`src/rtl/display_source_scheduler.sv`:
```
// Shares one 8-digit seven-segment display between NUM_SRC buffered 32-bit sources.
// Selection is by auto-rotation, debounced manual stepping, or priority pinning.
module display_source_scheduler #(
    parameter int NUM_SRC  = 4,
    parameter int SEL_W    = 2,
    parameter int DWELL    = 50_000_000,
    parameter int DEBOUNCE = 1_000_000
) (
    input  logic                    clock,
    input  logic                    reset,
    input  logic [NUM_SRC*32-1:0]   src_data,
    input  logic [NUM_SRC-1:0]      src_load,
    input  logic [NUM_SRC-1:0]      src_enable,
    input  logic                    auto_mode,
    input  logic                    next_btn,
    input  logic [NUM_SRC-1:0]      pin_req,
    output logic [31:0]             disp_data,
    output logic [SEL_W-1:0]        disp_sel,
    output logic                    disp_blank,
    output logic [NUM_SRC-1:0]      pin_ack
);

    localparam int DW_W = (DWELL > 2) ? $clog2(DWELL) : 1;
    localparam int DB_W = (DEBOUNCE > 2) ? $clog2(DEBOUNCE) : 1;
    localparam logic [DW_W-1:0] DW_LAST = DW_W'(DWELL - 1);
    localparam logic [DB_W-1:0] DB_LAST = DB_W'(DEBOUNCE - 1);

    typedef enum logic [1:0] {
        ST_IDLE   = 2'd0,
        ST_SHOW   = 2'd1,
        ST_PINNED = 2'd2
    } state_t;

    function automatic logic [SEL_W-1:0] f_lowest(input logic [NUM_SRC-1:0] vec);
        logic [SEL_W-1:0] res;
        res = {SEL_W{1'b0}};
        for (int i = NUM_SRC - 1; i >= 0; i--) begin
            if (vec[i]) begin
                res = SEL_W'(i);
            end
        end
        return res;
    endfunction

    // First enabled index after cur, wrapping; cur itself if nothing else is enabled.
    function automatic logic [SEL_W-1:0] f_next_en(input logic [SEL_W-1:0] cur,
                                                   input logic [NUM_SRC-1:0] en);
        logic [SEL_W-1:0] hi_idx;
        logic [SEL_W-1:0] lo_idx;
        logic             hi_found;
        logic             lo_found;
        hi_idx   = {SEL_W{1'b0}};
        lo_idx   = {SEL_W{1'b0}};
        hi_found = 1'b0;
        lo_found = 1'b0;
        for (int i = NUM_SRC - 1; i >= 0; i--) begin
            if (en[i] && (i > int'(cur))) begin
                hi_idx   = SEL_W'(i);
                hi_found = 1'b1;
            end else if (en[i]) begin
                lo_idx   = SEL_W'(i);
                lo_found = 1'b1;
            end
        end
        if (hi_found) begin
            return hi_idx;
        end else if (lo_found) begin
            return lo_idx;
        end else begin
            return cur;
        end
    endfunction

    function automatic logic [NUM_SRC-1:0] f_onehot(input logic [SEL_W-1:0] idx);
        logic [NUM_SRC-1:0] oh;
        oh = {NUM_SRC{1'b0}};
        for (int i = 0; i < NUM_SRC; i++) begin
            oh[i] = (SEL_W'(i) == idx);
        end
        return oh;
    endfunction

    logic [31:0]        r_shadow [NUM_SRC];
    logic [31:0]        r_disp_data;
    state_t             r_state;
    logic [SEL_W-1:0]   r_sel;
    logic [SEL_W-1:0]   r_saved_sel;
    logic               r_from_idle;
    logic [DW_W-1:0]    r_dwell;
    logic               r_blank;
    logic [NUM_SRC-1:0] r_pin_ack;
    logic [1:0]         r_sync;
    logic               r_btn_db;
    logic [DB_W-1:0]    r_db_cnt;

    state_t             w_state_nxt;
    logic [SEL_W-1:0]   w_sel_nxt;
    logic [SEL_W-1:0]   w_saved_nxt;
    logic               w_from_idle_nxt;
    logic [DW_W-1:0]    w_dwell_nxt;
    logic               w_blank_nxt;
    logic [NUM_SRC-1:0] w_ack_nxt;
    logic               w_btn_rise;
    logic               w_advance;
    logic               w_pin_any;
    logic [SEL_W-1:0]   w_pin_idx;

    // Shadow buffers and the display word, one register behind the selected shadow.
    always_ff @(posedge clock or negedge reset) begin
        if (!reset) begin
            for (int i = 0; i < NUM_SRC; i++) begin
                r_shadow[i] <= 32'h0000_0000;
            end
            r_disp_data <= 32'h0000_0000;
        end else begin
            for (int i = 0; i < NUM_SRC; i++) begin
                if (src_load[i]) begin
                    r_shadow[i] <= src_data[32*i +: 32];
                end
            end
            r_disp_data <= r_shadow[r_sel];
        end
    end

    // Button synchroniser and debouncer; level flips after DEBOUNCE differing cycles.
    always_ff @(posedge clock or negedge reset) begin
        if (!reset) begin
            r_sync   <= 2'b00;
            r_btn_db <= 1'b0;
            r_db_cnt <= {DB_W{1'b0}};
        end else begin
            r_sync <= {r_sync[0], next_btn};
            if (r_sync[1] != r_btn_db) begin
                if (r_db_cnt == DB_LAST) begin
                    r_btn_db <= r_sync[1];
                    r_db_cnt <= {DB_W{1'b0}};
                end else begin
                    r_db_cnt <= r_db_cnt + DB_W'(1);
                end
            end else begin
                r_db_cnt <= {DB_W{1'b0}};
            end
        end
    end

    assign w_btn_rise = r_sync[1] && !r_btn_db && (r_db_cnt == DB_LAST);
    assign w_advance  = (auto_mode && (r_dwell == DW_LAST)) || (!auto_mode && w_btn_rise);
    assign w_pin_any  = |pin_req;
    assign w_pin_idx  = f_lowest(pin_req);

    // Next state and next registered outputs; pin outranks disable, which outranks advance.
    always_comb begin
        w_state_nxt     = r_state;
        w_sel_nxt       = r_sel;
        w_saved_nxt     = r_saved_sel;
        w_from_idle_nxt = r_from_idle;
        w_dwell_nxt     = {DW_W{1'b0}};
        w_blank_nxt     = r_blank;
        w_ack_nxt       = {NUM_SRC{1'b0}};
        case (r_state)
            ST_IDLE: begin
                if (w_pin_any) begin
                    w_state_nxt     = ST_PINNED;
                    w_sel_nxt       = w_pin_idx;
                    w_ack_nxt       = f_onehot(w_pin_idx);
                    w_blank_nxt     = 1'b0;
                    w_from_idle_nxt = 1'b1;
                end else if (|src_enable) begin
                    w_state_nxt = ST_SHOW;
                    w_sel_nxt   = f_lowest(src_enable);
                    w_blank_nxt = 1'b0;
                end else begin
                    w_blank_nxt = 1'b1;
                end
            end
            ST_SHOW: begin
                w_blank_nxt = 1'b0;
                if (w_pin_any) begin
                    w_state_nxt     = ST_PINNED;
                    w_saved_nxt     = r_sel;
                    w_from_idle_nxt = 1'b0;
                    w_sel_nxt       = w_pin_idx;
                    w_ack_nxt       = f_onehot(w_pin_idx);
                end else if (!(|src_enable)) begin
                    w_state_nxt = ST_IDLE;
                    w_blank_nxt = 1'b1;
                end else if (!src_enable[r_sel] || w_advance) begin
                    w_sel_nxt = f_next_en(r_sel, src_enable);
                end else if (auto_mode) begin
                    w_dwell_nxt = r_dwell + DW_W'(1);
                end else begin
                    w_dwell_nxt = {DW_W{1'b0}};
                end
            end
            ST_PINNED: begin
                if (w_pin_any) begin
                    w_sel_nxt   = w_pin_idx;
                    w_ack_nxt   = f_onehot(w_pin_idx);
                    w_blank_nxt = 1'b0;
                end else if (r_from_idle) begin
                    w_state_nxt     = ST_IDLE;
                    w_from_idle_nxt = 1'b0;
                    w_blank_nxt     = 1'b1;
                end else begin
                    w_state_nxt = ST_SHOW;
                    w_sel_nxt   = r_saved_sel;
                    w_blank_nxt = 1'b0;
                end
            end
            default: begin
                w_state_nxt = ST_IDLE;
                w_blank_nxt = 1'b1;
            end
        endcase
    end

    // Scheduler state and registered display controls.
    always_ff @(posedge clock or negedge reset) begin
        if (!reset) begin
            r_state     <= ST_IDLE;
            r_sel       <= {SEL_W{1'b0}};
            r_saved_sel <= {SEL_W{1'b0}};
            r_from_idle <= 1'b0;
            r_dwell     <= {DW_W{1'b0}};
            r_blank     <= 1'b1;
            r_pin_ack   <= {NUM_SRC{1'b0}};
        end else begin
            r_state     <= w_state_nxt;
            r_sel       <= w_sel_nxt;
            r_saved_sel <= w_saved_nxt;
            r_from_idle <= w_from_idle_nxt;
            r_dwell     <= w_dwell_nxt;
            r_blank     <= w_blank_nxt;
            r_pin_ack   <= w_ack_nxt;
        end
    end

    assign disp_data  = r_disp_data;
    assign disp_sel   = r_sel;
    assign disp_blank = r_blank;
    assign pin_ack    = r_pin_ack;

endmodule
```
`config.mk`:
```
export PLATFORM = sky130hd
export DESIGN_NAME = display_source_scheduler
export DESIGN_NICKNAME = d
export VERILOG_FILES = /design/src/rtl/display_source_scheduler.sv
export SDC_FILE = /design/constraint.sdc
export NUM_CORES = 1
export LEC_CHECK = 0
export BUFFER_PORTS_ARGS = -buffer_cell sky130_fd_sc_hd__buf_2
export CORE_MARGIN = 5
export CORE_UTILIZATION = 45
export CTS_BUF_LIST = sky130_fd_sc_hd__clkbuf_8
export CTS_CLUSTER_SIZE = 10
export DETAILED_ROUTE_END_ITERATION = 10
export PLACE_DENSITY = 0.78
export SYNTH_ARGS = -nofsm -noshare
export SYNTH_HDL_FRONTEND = slang
export SYNTH_SLANG_ARGS = --single-unit
```
`constraint.sdc`:
```
create_clock -name clock -period 2.52 [get_ports clock]
set_input_delay 0.378 -clock clock [delete_from_list [all_inputs] [get_ports clock]]
set_output_delay 0.378 -clock clock [all_outputs]
set_load 0.01 [all_outputs]
```
After elaboration in Yosys (flattened, before gate mapping)
Cells that the tools add are included.

Bitwise operators: 1. Muxes and demuxes: 75. Reductions and logical operators: 24. Add/subtract/negate cells: 2. Equal/unequal tests: 17. Order comparisons: 5.

Operators by type and width (count): $mux 26 (5); $bmux 32 s2 (1); $mux 32 (2); $mux 2 (31); $mux 20 (2); $mux 1 (27); $add 26x1->26 const B (1); $eq 26x26->1 const B (1); $add 20x1->20 const B (1); $eq 20x20->1 const B (1); $ne 3x3->1 const B (5); $pmux 2 s3 (2); $mux 4 (2); $reduce_or 4->1 (2); $logic_and 1x1->1 (7); $ne 2x2->1 const B (3); $reduce_and 6->1 (1); $eq 2x2->1 const A (2); $gt 2x2->1 const A (2); $logic_not 2->1 (2); $ne 4x4->1 const B (1); $reduce_and 2->1 (2); $reduce_and 4->1 (1); $ge 3x3->1 const B (1); 16 further kinds (19).

Bits in registers: 221. Bits of input ports: 144.

Logic depth before layout (Yosys ltp)
Gate-level depths: netlist of run 1.

Depth in word-level cells: 18. Depth in mapped cells: 7.

Least setup slack after synthesis of run 1
OpenSTA, ideal clock, no wires.

Path type: register to register. Start point: register r_db_cnt[16]. End point: register r_sel[0], in the netlist disp_sel[0]. Period minus slack after synthesis: 1.982 ns. Data arrival time: 1.857 ns. Buffers on the path: 0. Library setup time: 0.125 ns. Data required time: 2.395 ns. Cell stages (with the launch flop): 6. Setup slack: 0.538 ns. Cell sequence: dfrtp_1 > nand3_1 > or3_4 > or4_1 > a21o_1 > mux2_4.

Word-level cells in the longest chain between the ends: 7.

Ends and longest elaborated chain: from (decl) (line 94) `logic [DB_W-1:0] r_db_cnt;`; from (signal assigned) (line 130) `r_db_cnt <= {DB_W{1'b0}};`; from (signal assigned) (line 136) `r_db_cnt <= {DB_W{1'b0}};`; from (signal assigned) (line 138) `r_db_cnt <= r_db_cnt + DB_W'(1);`; $eq 20x20->1 (line 146) `assign w_btn_rise = r_sync[1] && !r_btn_db && (r_db_cnt == DB_LAST);`; $logic_and 1x1->1 (line 146); $logic_and 1x1->1 (line 147) `assign w_advance = (auto_mode && (r_dwell == DW_LAST)) || (!auto_mode && w_btn_rise);`; $logic_or 1x1->1 (line 147); $logic_or 1x1->1 (line 187) `end else if (!src_enable[r_sel] || w_advance) begin`; $ne 3x3->1 (no source line); $reduce_and 6->1 (no source line); to (signal assigned) (line 221) `r_sel <= {SEL_W{1'b0}};`; to (signal assigned) (line 229) `r_sel <= w_sel_nxt;`; to (decl) (line 86) `logic [SEL_W-1:0] r_sel;`.

No other way between the ends. A chain may end at the register's enable or synchronous reset.

Worst setup path after layout of run 1
Start point: register r_dwell[16]. End point: register r_sel[0], in the netlist disp_sel[0].

Word-level cells in the longest chain between the ends: 6.

Ends and longest elaborated chain: from (decl) (line 89) `logic [DW_W-1:0] r_dwell;`; from (signal assigned) (line 224) `r_dwell <= {DW_W{1'b0}};`; from (signal assigned) (line 232) `r_dwell <= w_dwell_nxt;`; $eq 26x26->1 (line 147); $logic_and 1x1->1 (line 147); $logic_or 1x1->1 (line 147); $logic_or 1x1->1 (line 187); $ne 3x3->1 (no source line); $reduce_and 6->1 (no source line).

No other way between the ends.

==> results.txt, run 1 <==
pin count of the biggest net entering global routing -> 75
Mapped Cells -> 673
DR WL/cell -> 18.4 um
Finished Layout Cells -> 1,184
fmax -> 458 MHz
Crit. End Element -> flop
antenna violations before repair -> 4
MaxCap Viol Count -> 0
sequential area share after synthesis -> 0.587
cell area power density -> 831 nW/um2
FFs w/ async S/R, synth -> 1.00
total wire length -> 21,800 um
Top Ports -> 183
Yosys reg bits -> 221
CTS H-Tree Depth -> 2
total grt overflow -> 0
clock transition at the registers of the reported paths -> 0.06 ns
worst path required time -> 2.92 ns
Lkg Pwr -> 5.10 nW
setup TNS -> 0 ns
DR iter-0 viols -> 303
TritonCTS clock tree -> yes
CTS sink count -> 221
RSZ-0062 raised after global routing -> false
row count -> 53
Hold Buf Count CTS -> 2
first-pass GRT wire length -> 35,500 um
Clock Path Buffers -> 3
most frequent cells in the layout -> 218 x dfrtp_1, 181 x buf_2, 130 x mux2_2, 52 x nor2_1, 47 x clkbuf_8
share of layout cells above drive strength 1 -> 0.467
EDFF count, synth -> 0
final critical-path required period -> 2.18 ns
RD Place Congestion -> 0.845
Core ar. -> 20,800 um2
vias in the first global route -> 6,754
Net Count, Synth -> 824
area delta synth->final -> 21.9%
insertion delay to the later sink of the worst-skew pair -> 0.52 ns
All-Layer GR Usage -> 0.186
Fin Clk Skew -> 0.0267 ns
Hold Crit Class -> in -> reg
Final Max Tran Viols -> 0
Reg2Reg Setup Slack -> 0.34 ns
CTS Buf Count -> 39
Final setup viols -> 0
Mapped Avg Cell Area -> 14.0 um2
die area -> 23,900 um2
via-per-instance ratio -> 5.20
post-synthesis cell type count -> 46
Design Power -> 0.00955 W
min-delay src -> src_data[114]
Post-Syn Area -> 9430 um2
drt drc -> 0
root buffer cell -> clkbuf_8
routed vias -> 6,155
Max VDD drop -> 0.500 mV
top_reg_cell synth -> dfrtp_1
Setup CP Type -> reg -> reg
r2r startpoint -> r_dwell[16]$_DFF_PN0_
startpoint types -> flop
DP HPWL -> 14,800 um
Tightest Pin Transition -> 0.596 ns
setup bufs post-CTS -> 0
initial core utilization -> 0.453
synth warn -> 0
Rel. slew slack -> 0.603
leading cell type in the layout, fill and taps excluded -> dfrtp_1
DP Cell Count -> 1,116
number of port buffers -> 182
Final Hold Fails -> 0
First-pass DRT Iterations -> 4
Final ANT Viol Nets -> 0
worst-path fanout max -> 4
CP Data Arrival Time -> 2.58 ns
Die W -> 155 um
post-cts sizing count -> 0
status -> finished, final reports clean
final period utilization -> 0.866
die height -> 155 um
worst setup path start -> r_dwell[16]$_DFF_PN0_
Layout Nets -> 1,035
-- stage by stage --
stage	worst slack, ns	cell area [um2]	hold slack (ns)	util
2_1_floorplan	0.538	9430	0.0824	-
3_3_place_gp	0.451	10700	0.337	0.516
3_5_place_dp	0.415	10700	0.343	0.516
4_1_cts	0.407	11500	0.0496	0.552
5_1_grt	0.352	11500	0.0537	0.552
6_report	0.338	11500	0.0845	0.552
-- flip-flops by register name (all words and copies together), names as in the netlist, 2 cells and up --
signal / count
pin_ack: 4
r_sync: 2
r_dwell: 26
r_saved_sel: 2
r_shadow: 128
disp_data: 32
disp_sel: 2
r_state: 2
r_db_cnt: 20
-- cells by family after synthesis --
group                      Yosys count  share of synthesized area
muxes                              167                      0.239
buffers and inverters               48                     0.0199
adders and majority gates            7                    0.00929
xor gates and xnor gates            36                     0.0335
and+or+nand+nor                    151                     0.0828
DFF                                221                      0.587
AOI/OAI and AO/OA                   43                     0.0287
-- routing by layer --
metal,GRT usage,wire length (um)
met2,0.299,10700
met5,0,46
met4,0.0538,364
met1,0.236,8860
met3,0.0702,1800
-- Yosys cell counts, types with 8 or more instances --
library cell | instances | area (um2)
inv_1 | 15 | 56.3
nand4_1 | 10 | 62.6
nor2_1 | 52 | 195
mux4_2 | 33 | 743
a21oi_1 | 12 | 60.1
nand3_1 | 22 | 110
o21ai_0 | 14 | 70.1
buf_1 | 13 | 48.8
nand2_1 | 18 | 67.6
nor4_1 | 8 | 50.1
mux2_2 | 130 | 1460
xnor2_1 | 14 | 123
clkbuf_1 | 14 | 52.6
dfrtp_1 | 220 | 5510
xor2_1 | 22 | 193
-- worst max-delay path, cell delays in order (launching register included) --
cell and delay (ns):
dfrtp_1 0.41, or4_1 0.53, nor4_1 0.41, a31oi_1 0.18, a21o_1 0.23, mux2_4 0.31
-- worst paths after layout --
kind / cells past startpoint / to
min in group asynchronous: 2 / r_sync[0]$_DFF_PN0_
hold / removal: 2 / r_shadow[18]$_DFFE_PN0P_
max in group asynchronous: 3 / r_shadow[74]$_DFFE_PN0P_
hold reg to reg: 0 / r_sync[1]$_DFF_PN0_
setup reg to reg: 5 / disp_sel[0]$_DFFE_PN0P_
setup / recovery: 5 / disp_sel[0]$_DFFE_PN0P_
-- layout make-up --
cell class                      count  area, um2
Timing Repair Buffer              203       1120
Clock inverter                     18       80.1
Sequential cell                   221       5530
Tap cell                          275        344
Clock buffer                       47        647
Fill cell                        1737       9330
Inverter                           15       56.3
Antenna cell                        1       2.50
Multi-Input combinational cell    404       3710
-- power by group --
group          internal [W]  total (W)  switching (W)  leakage, nW
Combinational       0.00109    0.00211        0.00101         1.98
Sequential          0.00408    0.00434       0.000258         2.70
Clock               0.00168    0.00310        0.00142        0.424
Total               0.00686    0.00955        0.00269         5.10
Note: power is estimated with default switching activity, not from simulation.
==> inputs of run 2 (changes only) <==
- CORE_MARGIN: 5 -> 2
==> results.txt, run 2 (synthesized netlist as in run 1, its figures left out) <==
Final ANT Viol Nets -> 0 (unchanged)
Core ar. -> 20,400 um2 (was 20,800 um2)
Design Power -> 0.00968 W (was 0.00955 W)
FF-to-FF path depth -> 5 (unchanged)
setup TNS -> 0 ns (unchanged)
Hold Path End -> r_shadow[30]$_DFFE_PN0P_ (was r_shadow[18]$_DFFE_PN0P_)
die height -> 149 um (was 155 um)
max reg flops -> 128 (unchanged)
Fin Clk Skew -> 0.0310 ns (was 0.0267 ns)
final period utilization -> 0.833 (was 0.866)
register area -> 5530 um2 (unchanged)
CP Data Arrival Time -> 2.51 ns (was 2.58 ns)
pin count of the biggest net entering global routing -> 69 (was 75)
CTS H-Tree Depth -> 2 (unchanged)
worst-path fanout max -> 4 (unchanged)
Setup CP Type -> reg -> reg (unchanged)
Max VDD drop -> 0.513 mV (was 0.500 mV)
first-pass GRT wire length -> 34,300 um (was 35,500 um)
DP HPWL -> 14,300 um (was 14,800 um)
DR WL/cell -> 17.7 um (was 18.4 um)
crit-path cells -> nand3_1 -> or3_4 -> or4_1 -> a21o_1 -> mux2_4 (was or4_1 -> nor4_1 -> a31oi_1 -> a21o_1 -> mux2_4)
final critical-path required period -> 2.10 ns (was 2.18 ns)
register name with the most flops -> r_shadow (unchanged)
fmax -> 476 MHz (was 458 MHz)
root buffer cell -> clkbuf_8 (unchanged)
CTS sink count -> 221 (unchanged)
vias in the first global route -> 6,724 (was 6,754)
number of port buffers -> 182 (unchanged)
Final Max Tran Viols -> 0 (unchanged)
TritonCTS clock tree -> yes (unchanged)
First-pass DRT Iterations -> 6 (was 4)
Layout fillers -> 1,643 (was 1,737)
worst path required time -> 2.93 ns (was 2.92 ns)
row count -> 52 (was 53)
Clock Path Buffers -> 3 (unchanged)
via-per-instance ratio -> 5.30 (was 5.20)
die area -> 22,100 um2 (was 23,900 um2)
leading cell type in the layout, fill and taps excluded -> dfrtp_1 (unchanged)
routed vias -> 6,249 (was 6,155)
share of layout cells above drive strength 1 -> 0.473 (was 0.467)
Tightest Pin Transition -> 0.550 ns (was 0.596 ns)
status -> finished, final reports clean (unchanged)
Pint -> 0.00696 W (was 0.00686 W)
worst path bufs/invs -> 0 (unchanged)
total wire length -> 20,900 um (was 21,800 um)
DR iter-0 viols -> 271 (was 303)
clock transition at the registers of the reported paths -> 0.06 ns (about the same)
initial core utilization -> 0.463 (was 0.453)
setup bufs post-CTS -> 0 (unchanged)
MaxCap Viol Count -> 0 (unchanged)
clock power share -> 0.334 (was 0.324)
Critical-path top delay cell -> or4_1 (unchanged)
CTS Buf Count -> 38 (was 39)
Top Ports -> 183 (unchanged)
most frequent cells in the layout -> 218 x dfrtp_1, 181 x buf_2, 130 x mux2_2, 52 x nor2_1, 50 x clkbuf_8 (was 218 x dfrtp_1, 181 x buf_2, 130 x mux2_2, 52 x nor2_1, 47 x clkbuf_8)
RD Place Congestion -> 0.825 (was 0.845)
Final Hold Fails -> 0 (unchanged)
Net Sw Power -> 0.00272 W (was 0.00269 W)
worst hold stages -> 2 (unchanged)
Crit. End Element -> flop (unchanged)
Final setup viols -> 0 (unchanged)
insertion delay to the later sink of the worst-skew pair -> 0.53 ns (was 0.52 ns)
Rel. slew slack -> 0.633 (was 0.603)
RSZ-0062 raised after global routing -> false (unchanged)
Logic pwr share -> 0.217 (was 0.221)
total grt overflow -> 0 (unchanged)
cell family with most CP delay -> simple AND/OR/NAND/NOR gates (unchanged)
area of the multi-input gates -> 3710 um2 (unchanged)
Reg power frac -> 0.449 (was 0.455)
area delta synth->final -> 22.4% (was 21.9%)
startpoint types -> flop (unchanged)
crit-path max cell delay -> 0.55 ns (was 0.53 ns)
r2r startpoint -> r_db_cnt[16]$_DFF_PN0_ (was r_dwell[16]$_DFF_PN0_)
Reg-to-Reg End -> disp_sel[0]$_DFFE_PN0P_ (unchanged)
sw frac -> 0.281 (was 0.282)
Hold WS -> 0.0715 ns (was 0.0845 ns)
Die W -> 149 um (was 155 um)
drt drc -> 0 (unchanged)
Reg2Reg Setup Slack -> 0.42 ns (was 0.34 ns)
antenna violations before repair -> 8 (was 4)
min-delay src -> src_data[126] (was src_data[114])
Hold Crit Class -> in -> reg (unchanged)
All-Layer GR Usage -> 0.198 (was 0.186)
cell area power density -> 839 nW/um2 (was 831 nW/um2)
Layout Nets -> 1,031 (was 1,035)
Lkg Pwr -> 5.10 nW (about the same)
run 2: worst max path at each step:
stage | cells past startpoint | end | slack [ns] | startpoint
2_1_floorplan | 5 | disp_sel[0]$_DFFE_PN0P_ | 0.54 | r_db_cnt[16]$_DFF_PN0_
3_3_place_gp | 5 | disp_sel[0]$_DFFE_PN0P_ | 0.44 | r_db_cnt[16]$_DFF_PN0_
3_5_place_dp | 5 | disp_sel[0]$_DFFE_PN0P_ | 0.42 | r_db_cnt[16]$_DFF_PN0_
4_1_cts | 2 | disp_sel[0] | 0.40 | disp_sel[0]$_DFFE_PN0P_
5_1_grt | 5 | disp_sel[0]$_DFFE_PN0P_ | 0.35 | r_db_cnt[7]$_DFF_PN0_
6_report | 5 | disp_sel[0]$_DFFE_PN0P_ | 0.42 | r_db_cnt[16]$_DFF_PN0_
run 2: layout make-up:
cell class,instances,share of cell area
diodes,5,0.00108
multi-input cells,404,0.321
clock inverters,15,0.00694
clock buffers,50,0.0596
inverters,15,0.00488
flip-flops and latches,221,0.480
well taps,270,0.0293
repair buffers,200,0.0974
run 2: what timing repair did:
item	4_1_cts	5_1_grt
gates resized for setup	0	0
hold endpoints to repair	65	0
hold buffers	2	0
run 2: stage by stage:
stage	worst slack (ns)	std cells	instance area [um2]	utilization
floorplan	0.538	673	9430	-
global placement	0.439	1108	10700	0.527
detailed placement	0.416	1108	10700	0.527
CTS	0.404	1175	11500	0.566
global route	0.351	1179	11500	0.566
finish	0.420	1180	11500	0.567
run 2: routing by layer:
layer  wire length, um  part of all wire  GRT usage  vias up
li1                  -                 -          -     2849
met1              8550              0.41      0.250     3156
met2             10200              0.49      0.319      194
met3              1620             0.077     0.0696       44
met4               510             0.024     0.0662        6
met5                38            0.0018          0        -
run 2: power by group through the flow:
stage	clock (W)	sequential, W	combinational (W)
4_1_cts	0.00333	0.00436	0.00214
5_1_grt	0.00349	0.00441	0.00229
3_3_place_gp	0	0.00440	0.00209
6_report	0.00323	0.00435	0.00210
3_5_place_dp	0	0.00441	0.00214
2_1_floorplan	0	0.00447	0.00120
